**src/rtl/alu_op_sequencer.sv**
```systemverilog
// alu_op_sequencer: round-robin sequencer for the shared ALU datapath.
// Two requesters (0 = execute, 1 = address/increment) share one ALU.
// The block drives the side-A/side-B operand mux selects, the immediate and the
// result demux, starts the ALU, waits for it with a timeout, then answers
// the requester that was served.
//
// Handshake: in IDLE, req_ready[n] is high when requester n holds a valid
// request and wins arbitration. The request is taken on a clock edge where
// req_valid[n] & req_ready[n] is 1. rsp_valid[n] is a one-cycle pulse, and
// rsp_err qualifies it. req_ready is combinational. Every other output is a
// register.
module alu_op_sequencer #(
  parameter int WORD_SIZE = 8,
  parameter int TIMEOUT   = 15
) (
  input  logic                     clk,
  input  logic                     rst_n,
  input  logic [1:0]               req_valid,
  output logic [1:0]               req_ready,
  input  logic [5:0]               req_src_a,
  input  logic [7:0]               req_src_b,
  input  logic [5:0]               req_dst,
  input  logic [1:0]               req_wb,
  input  logic [2*WORD_SIZE-1:0]   req_imm,
  output logic [2:0]               sel_a,
  output logic                     en_a,
  output logic [3:0]               sel_b,
  output logic                     en_b,
  output logic [WORD_SIZE-1:0]     imm_out,
  output logic [2:0]               sel_dst,
  output logic                     en_dst,
  output logic                     alu_start,
  input  logic                     alu_done,
  output logic [1:0]               rsp_valid,
  output logic                     rsp_err,
  output logic                     busy,
  output logic [1:0]               state_dbg
);

  typedef enum logic [1:0] {
    IDLE      = 2'd0,
    OPERAND   = 2'd1,
    EXEC      = 2'd2,
    WRITEBACK = 2'd3
  } state_t;

  localparam logic [3:0] TO_CNT = 4'(TIMEOUT);

  state_t                 state, state_n;
  logic                   last, last_n;          // requester served most recently
  logic [2:0]             lat_src_a, lat_src_a_n;
  logic [3:0]             lat_src_b, lat_src_b_n;
  logic [2:0]             lat_dst, lat_dst_n;
  logic                   lat_wb, lat_wb_n;
  logic [WORD_SIZE-1:0]   lat_imm, lat_imm_n;
  logic                   lat_id, lat_id_n;
  logic                   err, err_n;
  logic [3:0]             cnt, cnt_n;

  logic                   gnt_any, gnt_id;
  logic [2:0]             g_src_a, g_dst;
  logic [3:0]             g_src_b;
  logic                   g_wb;
  logic [WORD_SIZE-1:0]   g_imm;

  logic                   en_ab_n, wb_phase_n;
  logic [2:0]             sel_a_n, sel_dst_n;
  logic [3:0]             sel_b_n;
  logic [WORD_SIZE-1:0]   imm_out_n;
  logic                   alu_start_n, en_dst_n, rsp_err_n;
  logic [1:0]             rsp_valid_n;

  assign busy      = (state != IDLE);
  assign state_dbg = state;

  // Arbitration: a lone requester wins. On a tie, the one not served last wins.
  // The fields of the winner are selected here.
  always_comb begin
    gnt_any = |req_valid;
    gnt_id  = (req_valid == 2'b11) ? ~last : req_valid[1];
    g_src_a = gnt_id ? req_src_a[5:3] : req_src_a[2:0];
    g_src_b = gnt_id ? req_src_b[7:4] : req_src_b[3:0];
    g_dst   = gnt_id ? req_dst[5:3]   : req_dst[2:0];
    g_wb    = gnt_id ? req_wb[1]      : req_wb[0];
    g_imm   = gnt_id ? req_imm[2*WORD_SIZE-1:WORD_SIZE] : req_imm[WORD_SIZE-1:0];
    req_ready = 2'b00;
    if (state == IDLE && gnt_any) req_ready = gnt_id ? 2'b10 : 2'b01;
  end

  // Next-state logic, request latching, and next values of the registered outputs.
  always_comb begin
    state_n     = state;
    last_n      = last;
    lat_src_a_n = lat_src_a;
    lat_src_b_n = lat_src_b;
    lat_dst_n   = lat_dst;
    lat_wb_n    = lat_wb;
    lat_imm_n   = lat_imm;
    lat_id_n    = lat_id;
    err_n       = err;
    cnt_n       = cnt;
    case (state)
      IDLE: begin
        if (gnt_any) begin
          lat_src_a_n = g_src_a;
          lat_src_b_n = g_src_b;
          lat_dst_n   = g_dst;
          lat_wb_n    = g_wb;
          lat_imm_n   = g_imm;
          lat_id_n    = gnt_id;
          last_n      = gnt_id;
          if (g_src_b <= 4'd8) begin
            state_n = OPERAND;
            err_n   = 1'b0;
          end else begin
            // An illegal side-B source skips the datapath and answers with an error.
            state_n = WRITEBACK;
            err_n   = 1'b1;
          end
        end
      end
      OPERAND: begin
        state_n = EXEC;
        cnt_n   = 4'd0;
      end
      EXEC: begin
        if (alu_done) begin
          state_n = WRITEBACK;
          err_n   = 1'b0;
        end else if (cnt == TO_CNT) begin
          state_n = WRITEBACK;
          err_n   = 1'b1;
        end else begin
          cnt_n = cnt + 4'd1;
        end
      end
      WRITEBACK: state_n = IDLE;
      default:   state_n = IDLE;
    endcase

    en_ab_n     = (state_n == OPERAND) || (state_n == EXEC);
    wb_phase_n  = (state_n == WRITEBACK);
    sel_a_n     = en_ab_n ? lat_src_a_n : 3'd0;
    sel_b_n     = en_ab_n ? lat_src_b_n : 4'd0;
    imm_out_n   = en_ab_n ? lat_imm_n : '0;
    alu_start_n = (state == OPERAND);
    en_dst_n    = wb_phase_n & lat_wb_n & ~err_n;
    sel_dst_n   = wb_phase_n ? lat_dst_n : 3'd0;
    rsp_valid_n = wb_phase_n ? (lat_id_n ? 2'b10 : 2'b01) : 2'b00;
    rsp_err_n   = wb_phase_n & err_n;
  end

  // State, latched request, and registered outputs. Reset drops any operation in flight.
  always_ff @(posedge clk or negedge rst_n) begin
    if (!rst_n) begin
      state     <= IDLE;
      last      <= 1'b1;
      lat_src_a <= 3'd0;
      lat_src_b <= 4'd0;
      lat_dst   <= 3'd0;
      lat_wb    <= 1'b0;
      lat_imm   <= '0;
      lat_id    <= 1'b0;
      err       <= 1'b0;
      cnt       <= 4'd0;
      en_a      <= 1'b0;
      en_b      <= 1'b0;
      sel_a     <= 3'd0;
      sel_b     <= 4'd0;
      imm_out   <= '0;
      alu_start <= 1'b0;
      en_dst    <= 1'b0;
      sel_dst   <= 3'd0;
      rsp_valid <= 2'b00;
      rsp_err   <= 1'b0;
    end else begin
      state     <= state_n;
      last      <= last_n;
      lat_src_a <= lat_src_a_n;
      lat_src_b <= lat_src_b_n;
      lat_dst   <= lat_dst_n;
      lat_wb    <= lat_wb_n;
      lat_imm   <= lat_imm_n;
      lat_id    <= lat_id_n;
      err       <= err_n;
      cnt       <= cnt_n;
      en_a      <= en_ab_n;
      en_b      <= en_ab_n;
      sel_a     <= sel_a_n;
      sel_b     <= sel_b_n;
      imm_out   <= imm_out_n;
      alu_start <= alu_start_n;
      en_dst    <= en_dst_n;
      sel_dst   <= sel_dst_n;
      rsp_valid <= rsp_valid_n;
      rsp_err   <= rsp_err_n;
    end
  end

endmodule

```
**config.mk**
```make
export PLATFORM = sky130hd
export DESIGN_NAME = alu_op_sequencer
export DESIGN_NICKNAME = d
export VERILOG_FILES = /design/src/rtl/alu_op_sequencer.sv
export SDC_FILE = /design/constraint.sdc
export NUM_CORES = 1
export LEC_CHECK = 0
export ABC_CLOCK_PERIOD_IN_PS = 4290
export CAP_MARGIN = 20
export CORE_ASPECT_RATIO = 0.75
export CORE_MARGIN = 2
export CORE_UTILIZATION = 24
export CTS_BUF_LIST = sky130_fd_sc_hd__clkbuf_16
export CTS_CLUSTER_DIAMETER = 80
export DETAILED_ROUTE_END_ITERATION = 8
export SYNTH_ARGS = -nofsm -noshare
export SYNTH_HDL_FRONTEND = slang
export SYNTH_SLANG_ARGS = --single-unit
```
**constraint.sdc**
```tcl
create_clock -name clk -period 4.29 [get_ports clk]
set_input_delay 0.858 -clock clk [delete_from_list [all_inputs] [get_ports clk]]
set_output_delay 0.858 -clock clk [all_outputs]
set_load 0.05 [all_outputs]
```
After elaboration in Yosys (flattened, before gate mapping)
Cells that the tools add are included.
Widths: inputs -> output; s select.
{"block": "totals", "elab_cells": 83, "out_inout_bits": 30, "register_bits": 52, "in_bits": 43}
{"block": "classes", "bitwise_logic": 5, "mux": 39, "eq_ne": 10, "n_lt_le_gt_ge": 1, "reduce_logical": 8, "n_addsub": 1}
{"cell": "$mux 8", "count": 4}
{"cell": "$mux 3", "count": 8}
{"cell": "$mux 4", "count": 6}
{"cell": "$mux 2", "count": 8}
{"cell": "$eq 2x2->1 const B", "count": 5}
{"cell": "$mux 1", "count": 10}
{"cell": "$pmux 2 s4", "count": 1}
{"cell": "$pmux 4 s2", "count": 1}
{"cell": "$add 4x1->4 const B", "count": 1}
{"cell": "$eq 2x1->1 const B", "count": 2}
{"cell": "$eq 4x4->1 const B", "count": 1}
{"cell": "$le 4x4->1 const B", "count": 1}
{"cell": "$ne 2x2->1 const B", "count": 2}
{"cell": "$reduce_bool 2->1", "count": 2}
{"cell": "$and 1x1->1", "count": 3}
{"cell": "$reduce_and 3->1", "count": 1}
{"cell": "$logic_not 2->1", "count": 1}
{"cell": "$not 1->1", "count": 2}
{"cell": "$pmux 1 s2", "count": 1}
{"cell": "$reduce_and 2->1", "count": 1}
{"cell": "$reduce_or 2->1", "count": 1}
{"cell": "$logic_and 1x1->1", "count": 1}
{"cell": "$logic_or 1x1->1", "count": 1}

Longest topological paths before layout
Gate-level depths: netlist of run 1.
{"block": "logic_depth", "ltp_word": 10, "mapped_depth": 10, "ltp_nobuf": 9}

Worst setup path after synthesis of run 1
OpenSTA, ideal clock, no wires.
{"block": "synth_timing", "kind": "input to output", "startpoint": "input req_valid[1]", "endpoint": "output req_ready[1]", "n_path_buf": 2, "slack_ps": 1320, "required_ps": 3432, "cell_stages": 4, "arrival_ps": 2112, "path_cell_list": "a21bo_4 buf_8 buf_4 nor2_1"}
{"block": "synth_between", "elab_chain_cells": 4, "elab_cells_between_ends": 6, "classes_between": "eq/ne (1); mux (3); reduce/logical (2)"}
{"item": "start, declared", "line_no": "18", "source": "input logic [1:0] req_valid,"}
{"item": "$eq 2x2->1", "line_no": "80", "source": "gnt_id = (req_valid == 2'b11) ? ~last : req_valid[1];"}
{"item": "$mux 1", "line_no": "80"}
{"item": "$mux 2", "line_no": "87", "source": "if (state == IDLE && gnt_any) req_ready = gnt_id ? 2'b10 : 2'b01;"}
{"item": "$mux 2 (*)", "line_no": "87"}
{"item": "end, declared", "line_no": "19", "source": "output logic [1:0] req_ready,"}
Every way passes the cells marked *; elsewhere a longest branch is shown, timed or not.

Worst setup path after layout of run 1
Ends and elaborated chain as after synthesis.

==> out/qor.yml, run 1 <==
yosys:
  synth_compound_area_share_pct: 12.1
  synth_mux_area_share_pct: 8.08
  yosys.area_share.simple_pct: 13.6
  synthXorXnorAreaFrac_pct: 0.785
  netlist_area_um2: 2230
  yosysWarnings: 0
  synth_cells: 197
  ys_seq_area_share_pct: 58.4
  synth_seq_cells: 52
  synth_fa_ha_area_share_pct: 3.37
  synth_top_family_by_area: "simple AND/OR/NAND/NOR gates"
  ys_types: 29
  synth.net_count: 246
  synth.avg_cell_area_um2: 11.3
routing:
  wl_met1_um: 2470
  wirelength_um: 5140
  drc_errors: 0
  dr.pass1.iters: 4
  drt_iter0_markers: 72
  vias_per_cell: 4.05
  route.met3.wl_um: 300
  vias: 1616
  dr_wl_met2_um: 2350
  top_layer_used: "met4"
  wl_per_cell_um: 12.9
  detail-route-antenna-nets: 0
critical_path:
  timing.critical_path.cells: "clkdlybuf4s50_1 > a21bo_4 > nor2_1 > clkdlybuf4s50_1"
  cp-end-kind: "output pin"
  cp_top_family: "buffers and inverters"
  critPathLaunch: "req_valid[1]"
  r2r_start: "last"
  criticalPathCategory: "input port to output pin"
  crit_arrival_ns: 2.78
  cp_slowest_stage_delay_ns: 0.87
  startpoint_type: "input port"
  worstPathRequired_ns: 3.43
  crit_buf_inv: 2
  rrSetupSlack_ns: 1.77
  reg2reg_depth: 7
  cp_common_cell: "clkdlybuf4s50_1"
  r2r_end: "imm_out[2]"
  path_max_fanout: 5
  slowest_stage: "clkdlybuf4s50_1"
die:
  die-area_um2: 10100
  initial_utilization_pct: 24.7
  placementRows: 30
  io_pins: 73
  die_h_um: 87.5
  core_area_um2: 9050
  die_w_um: 115
global_routing:
  grt_pass1_wl_um: 8140
  antenna_found_initial: 0
  grt_start_max_net_pins: 40
  gr-usage-all-layers_pct: 10.6
  first_global_vias: 1636
  grt_overflow_total: 0
place:
  gp_congestion: 0.770
  port-buffer-count: 72
  dp_hpwl_um: 3880
clock_network:
  cts_resized: 0
  cts-root-buf: "clkbuf_16"
  holdBufCountCts: 0
  clock_path_buffers: 2
  cts_buffers: 5
  post_cts_buffers: 0
  numClockSinks: 52
  htreeDepth: 2
  clk_latency_ns: 0.29
  cts_tree: "built"
  clk_pin_slew_ns: 0.07
timing:
  slew_headroom_pct: 64.9
  rsz0062_at_grt: "false"
  period_needed_ns: 3.64
  max_freq_ghz: 0.275
  finalSetupViolations: 0
  slew_viol_final: 0
  timing_worst_slew_pin_value_ns: 0.525
  finClkSkew_ns: 0.00968
  hold-worst-slack_ns: 0.467
  fin_crit_sh_pct: 84.9
  setup-tns-final_ns: 0
  hold_viol: 0
cells_and_area:
  layout-drive-gt1-share_pct: 6.27
  area_growth_pct: 45.4
  diodes: 0
  fillers: 940
  nets: 319
power_and_ir_drop:
  ir_drop_mv: 0.282
  power_density_nw_per_um2: 760
  p_leak_nw: 1.47
hold_path:
  hp-class: "input port to asynchronous set/reset pin"
run:
  drv_cap: 0
outcome:
  outcome: "complete, no violations"
## cell usage after synthesis
| cell type | instances | area (um^2) |
|---|---|---|
| clkbuf_2 | 1 | 5.00 |
| xnor2_1 | 2 | 17.5 |
| o21ba_2 | 1 | 10.0 |
| o31ai_1 | 1 | 7.51 |
| a21bo_4 | 1 | 16.3 |
| dfstp_2 | 1 | 26.3 |
| dfrtp_1 | 51 | 1280 |
| nor3_1 | 5 | 25.0 |
| inv_1 | 8 | 30.0 |
| a21boi_0 | 1 | 7.51 |
| buf_4 | 2 | 15.0 |
| o32ai_2 | 1 | 16.3 |
| nand3_1 | 1 | 5.00 |
| a21o_1 | 3 | 22.5 |
| nand2b_1 | 1 | 6.26 |
| ha_1 | 6 | 75.1 |
| a221o_1 | 1 | 10.0 |
| nor2b_1 | 3 | 18.8 |
| and3_1 | 1 | 6.26 |
| and2_1 | 20 | 125 |
| a2111oi_4 | 1 | 27.5 |
| mux2i_1 | 18 | 180 |
| a21oi_1 | 8 | 40.0 |
| nand2_1 | 25 | 93.8 |
| buf_8 | 1 | 15.0 |
| clkbuf_1 | 5 | 18.8 |
| o22ai_1 | 1 | 6.26 |
| o21ai_0 | 21 | 105 |
| nor2_1 | 6 | 22.5 |
## kinds of logic after synthesis
group	count (synthesis)
AND/OR/NAND/NOR	62
flip-flops	52
AO/OA/AOI/OAI	40
multiplexers	18
buffers and inverters	17
adder cells (fa/ha/maj)	6
XOR/XNOR	2
## sequential cells by signal, summed over array words and instances, names as in the netlist, 2 cells and up, named ones only
signal / flops
imm_out: 8
rsp_valid: 2
lat_src_b: 4
sel_a: 3
state_dbg: 2
cnt: 4
lat_dst: 3
sel_dst: 3
sel_b: 4
lat_imm: 8
lat_src_a: 3
## worst max-delay path by stage
| stage | endpoint | slack, ns | depth (start not counted) |
|---|---|---|---|
| floorplan | req_ready[1] | 1.32 | 4 |
| global placement | req_ready[1] | 0.68 | 4 |
| detailed placement | req_ready[1] | 0.66 | 4 |
| CTS | req_ready[1] | 0.65 | 4 |
| global route | req_ready[1] | 0.59 | 4 |
| finish | req_ready[1] | 0.65 | 4 |
## area by class of cell
class / count / area (um^2) / share of cell area, %
Sequential cell: 52 / 1300 / 40.2
Timing Repair Buffer: 75 / 738 / 22.8
Clock inverter: 3 / 38.8 / 1.20
Multi-Input combinational cell: 128 / 848 / 26.2
Clock buffer: 5 / 125 / 3.86
Inverter: 8 / 30.0 / 0.926
Tap cell: 128 / 160 / 4.94
## report_power, final
part	switching (mW)	leakage (nW)	internal, mW
Combinational	0.808	0.718	0.448
Sequential	0.0715	0.666	0.700
Clock	0.166	0.0850	0.272
## metal layers
layer	up-vias	track usage, %
met1	761	13.8
met4	0	2.30
li1	806	-
met5	-	0
met2	47	17.2
met3	2	3.69
## cells in the final DEF, fill, tap and decap left out, drive strengths merged
cell	instances
a2111oi	1
a21bo	1
a21boi	1
a21o	3
a21oi	8
a221o	1
and2	20
and3	1
buf	4
bufinv	1
clkbuf	5
clkdlybuf4s50	71
clkinv	1
dfrtp	51
dfstp	1
ha	6
inv	9
mux2i	18
nand2	25
nand2b	1
nand3	1
nor2	6
nor2b	3
nor3	5
o21ai	21
o21ba	1
o22ai	1
o31ai	1
o32ai	1
xnor2	2
## stage by stage
step                      std cells  util, %  setup WS, ns  instance area (um^2)  power, mW
after floorplan                 197        -          1.32                  2230       1.64
after global placement          391     34.0         0.675                  3080       2.03
after detailed placement        391     34.0         0.655                  3080       2.06
after CTS                       399     35.9         0.652                  3240       2.51
after global routing            399     35.9         0.589                  3240       2.64
final                           399     35.9         0.649                  3240       2.46
(Power assumes the default switching activity.)
==> run 2: changes to the inputs <==
- ABC_CLOCK_PERIOD_IN_PS: 4290 -> 3150
- clock period: 4.29 -> 3.15 ns (I/O delays scaled with it)
==> run 2 against run 1 <==
Net effect:
- non-clock buffer count increased by 3
- design area rose by 0.54%
- sequential share of layout area shrank 0.22 points
- power grew 33%
==> out/qor.yml, run 2 (synthesis gave the netlist of run 1 again) <==
timing:
  hold_viol: 0
  finClkSkew_ns: 0.00362
  setup_ws_ns: 0.400
  period_needed_ns: 2.75
  slew_headroom_pct: 64.9
  max_freq_ghz: 0.364
  timing_worst_slew_pin_value_ns: 0.524
  slew_viol_final: 0
  fin_crit_sh_pct: 87.3
  finalSetupViolations: 0
  setup-tns-final_ns: 0
  rsz0062_at_grt: "false"
hold_path:
  hp-class: "input port to asynchronous set/reset pin"
routing:
  detail-route-antenna-nets: 0
  wl_per_cell_um: 12.9
  dr.pass1.iters: 4
  vias: 1655
  drt_iter0_markers: 41
  vias_per_cell: 4.12
  drc_errors: 0
  wirelength_um: 5200
critical_path:
  cp-end-kind: "output pin"
  r2r_end: "sel_b[1]"
  critPathLaunch: "req_valid[1]"
  rrSetupSlack_ns: 0.69
  worstPathRequired_ns: 2.52
  path_max_fanout: 15
  crit_arrival_ns: 2.12
  criticalPathCategory: "input port to output pin"
  reg2reg_depth: 8
  r2r_start: "state_dbg[1]"
  startpoint_type: "input port"
global_routing:
  grt_pass1_wl_um: 8510
  grt_start_max_net_pins: 40
  gr-usage-all-layers_pct: 11.1
  antenna_found_initial: 0
  first_global_vias: 1756
  grt_overflow_total: 0
clock_network:
  clock_path_buffers: 2
  htreeDepth: 2
  post_cts_buffers: 0
  clk_latency_ns: 0.28
  cts_tree: "built"
  numClockSinks: 52
  cts-root-buf: "clkbuf_16"
  cts_buffers: 5
  clk_pin_slew_ns: 0.06
  cts_resized: 0
  holdBufCountCts: 0
cells_and_area:
  top_regs: "imm_out (8), lat_imm (8)"
  layout_commonest_cell: "clkdlybuf4s50_1"
  layout-drive-gt1-share_pct: 8.03
  area_growth_pct: 46.2
  diodes: 0
  layout.cells.non_filler: 402
  nets: 322
  most-common-layout-cells: "69 x clkdlybuf4s50_1, 51 x dfrtp_1, 25 x nand2_1, 20 x o21ai_0, 20 x and2_1"
  fillers: 919
die:
  die-area_um2: 10100
  core_area_um2: 9050
  io_pins: 73
  placementRows: 30
  die_h_um: 87.5
  die_w_um: 115
  initial_utilization_pct: 24.7
place:
  dp.cells: 394
  dp_hpwl_um: 3990
  pre_cts_ws_ns: 0.218
  gp_congestion: 0.805
  port-buffer-count: 72
power_and_ir_drop:
  ir_drop_mv: 0.506
  p_leak_nw: 1.48
  power_density_nw_per_um2: 1010
outcome:
  outcome: "complete, no violations"
run:
  drv_cap: 0
-- run 2: changes by cell type in the layout (fill, tap and decap cells not counted), sizes merged --
cell	delta
clkdlybuf4s50	-2
inv	-1
buf	+5
bufinv	-1
clkinv	+2
-- run 2: layout make-up --
cell class	instances	area [um^2]	share of cell area, %
Clock buffer	5	125	3.84
Clock inverter	3	13.8	0.422
Inverter	8	30.0	0.921
Multi-Input combinational cell	128	848	26.0
Sequential cell	52	1300	39.9
Tap cell	128	160	4.91
Timing Repair Buffer	78	781	23.9
-- run 2: worst max-delay path by stage --
stage	end	slack, ns	cells past startpoint
after floorplan	req_ready[1]	0.44	5
after global placement	sel_a[2]	0.32	7
after detailed placement	imm_out[5]	0.22	7
after CTS	req_ready[1]	0.38	4
after global routing	busy	0.29	4
final	req_ready[1]	0.40	4
-- run 2: report_power, final --
part | switching [mW] | internal, mW
Sequential | 0.106 | 0.954
Clock | 0.219 | 0.289
Combinational | 1.10 | 0.622
Total | 1.42 | 1.87
-- run 2: metrics by stage --
stage | utilization (%) | hold WS (ns) | power [mW] | area [um^2]
after floorplan | - | 0.334 | 2.24 | 2230
after global placement | 34.3 | 0.464 | 2.78 | 3100
after detailed placement | 34.5 | 0.462 | 2.82 | 3120
after CTS | 36.0 | 0.287 | 3.34 | 3260
after global routing | 36.0 | 0.301 | 3.53 | 3260
final | 36.0 | 0.284 | 3.29 | 3260
-- run 2: routing by layer --
layer / global-route usage, % / routed length [um] / up-vias
met5: 0 / 0 / -
met4: 4.82 / 158 / 0
met3: 3.27 / 298 / 10
met2: 17.0 / 2330 / 54
met1: 14.5 / 2410 / 782
li1: - / - / 809
-- run 2: worst max-delay path: stages --
cell and delay (ns):
clkdlybuf4s50_1 0.55, a21bo_4 0.35, nor2_1 0.39, buf_12 0.20
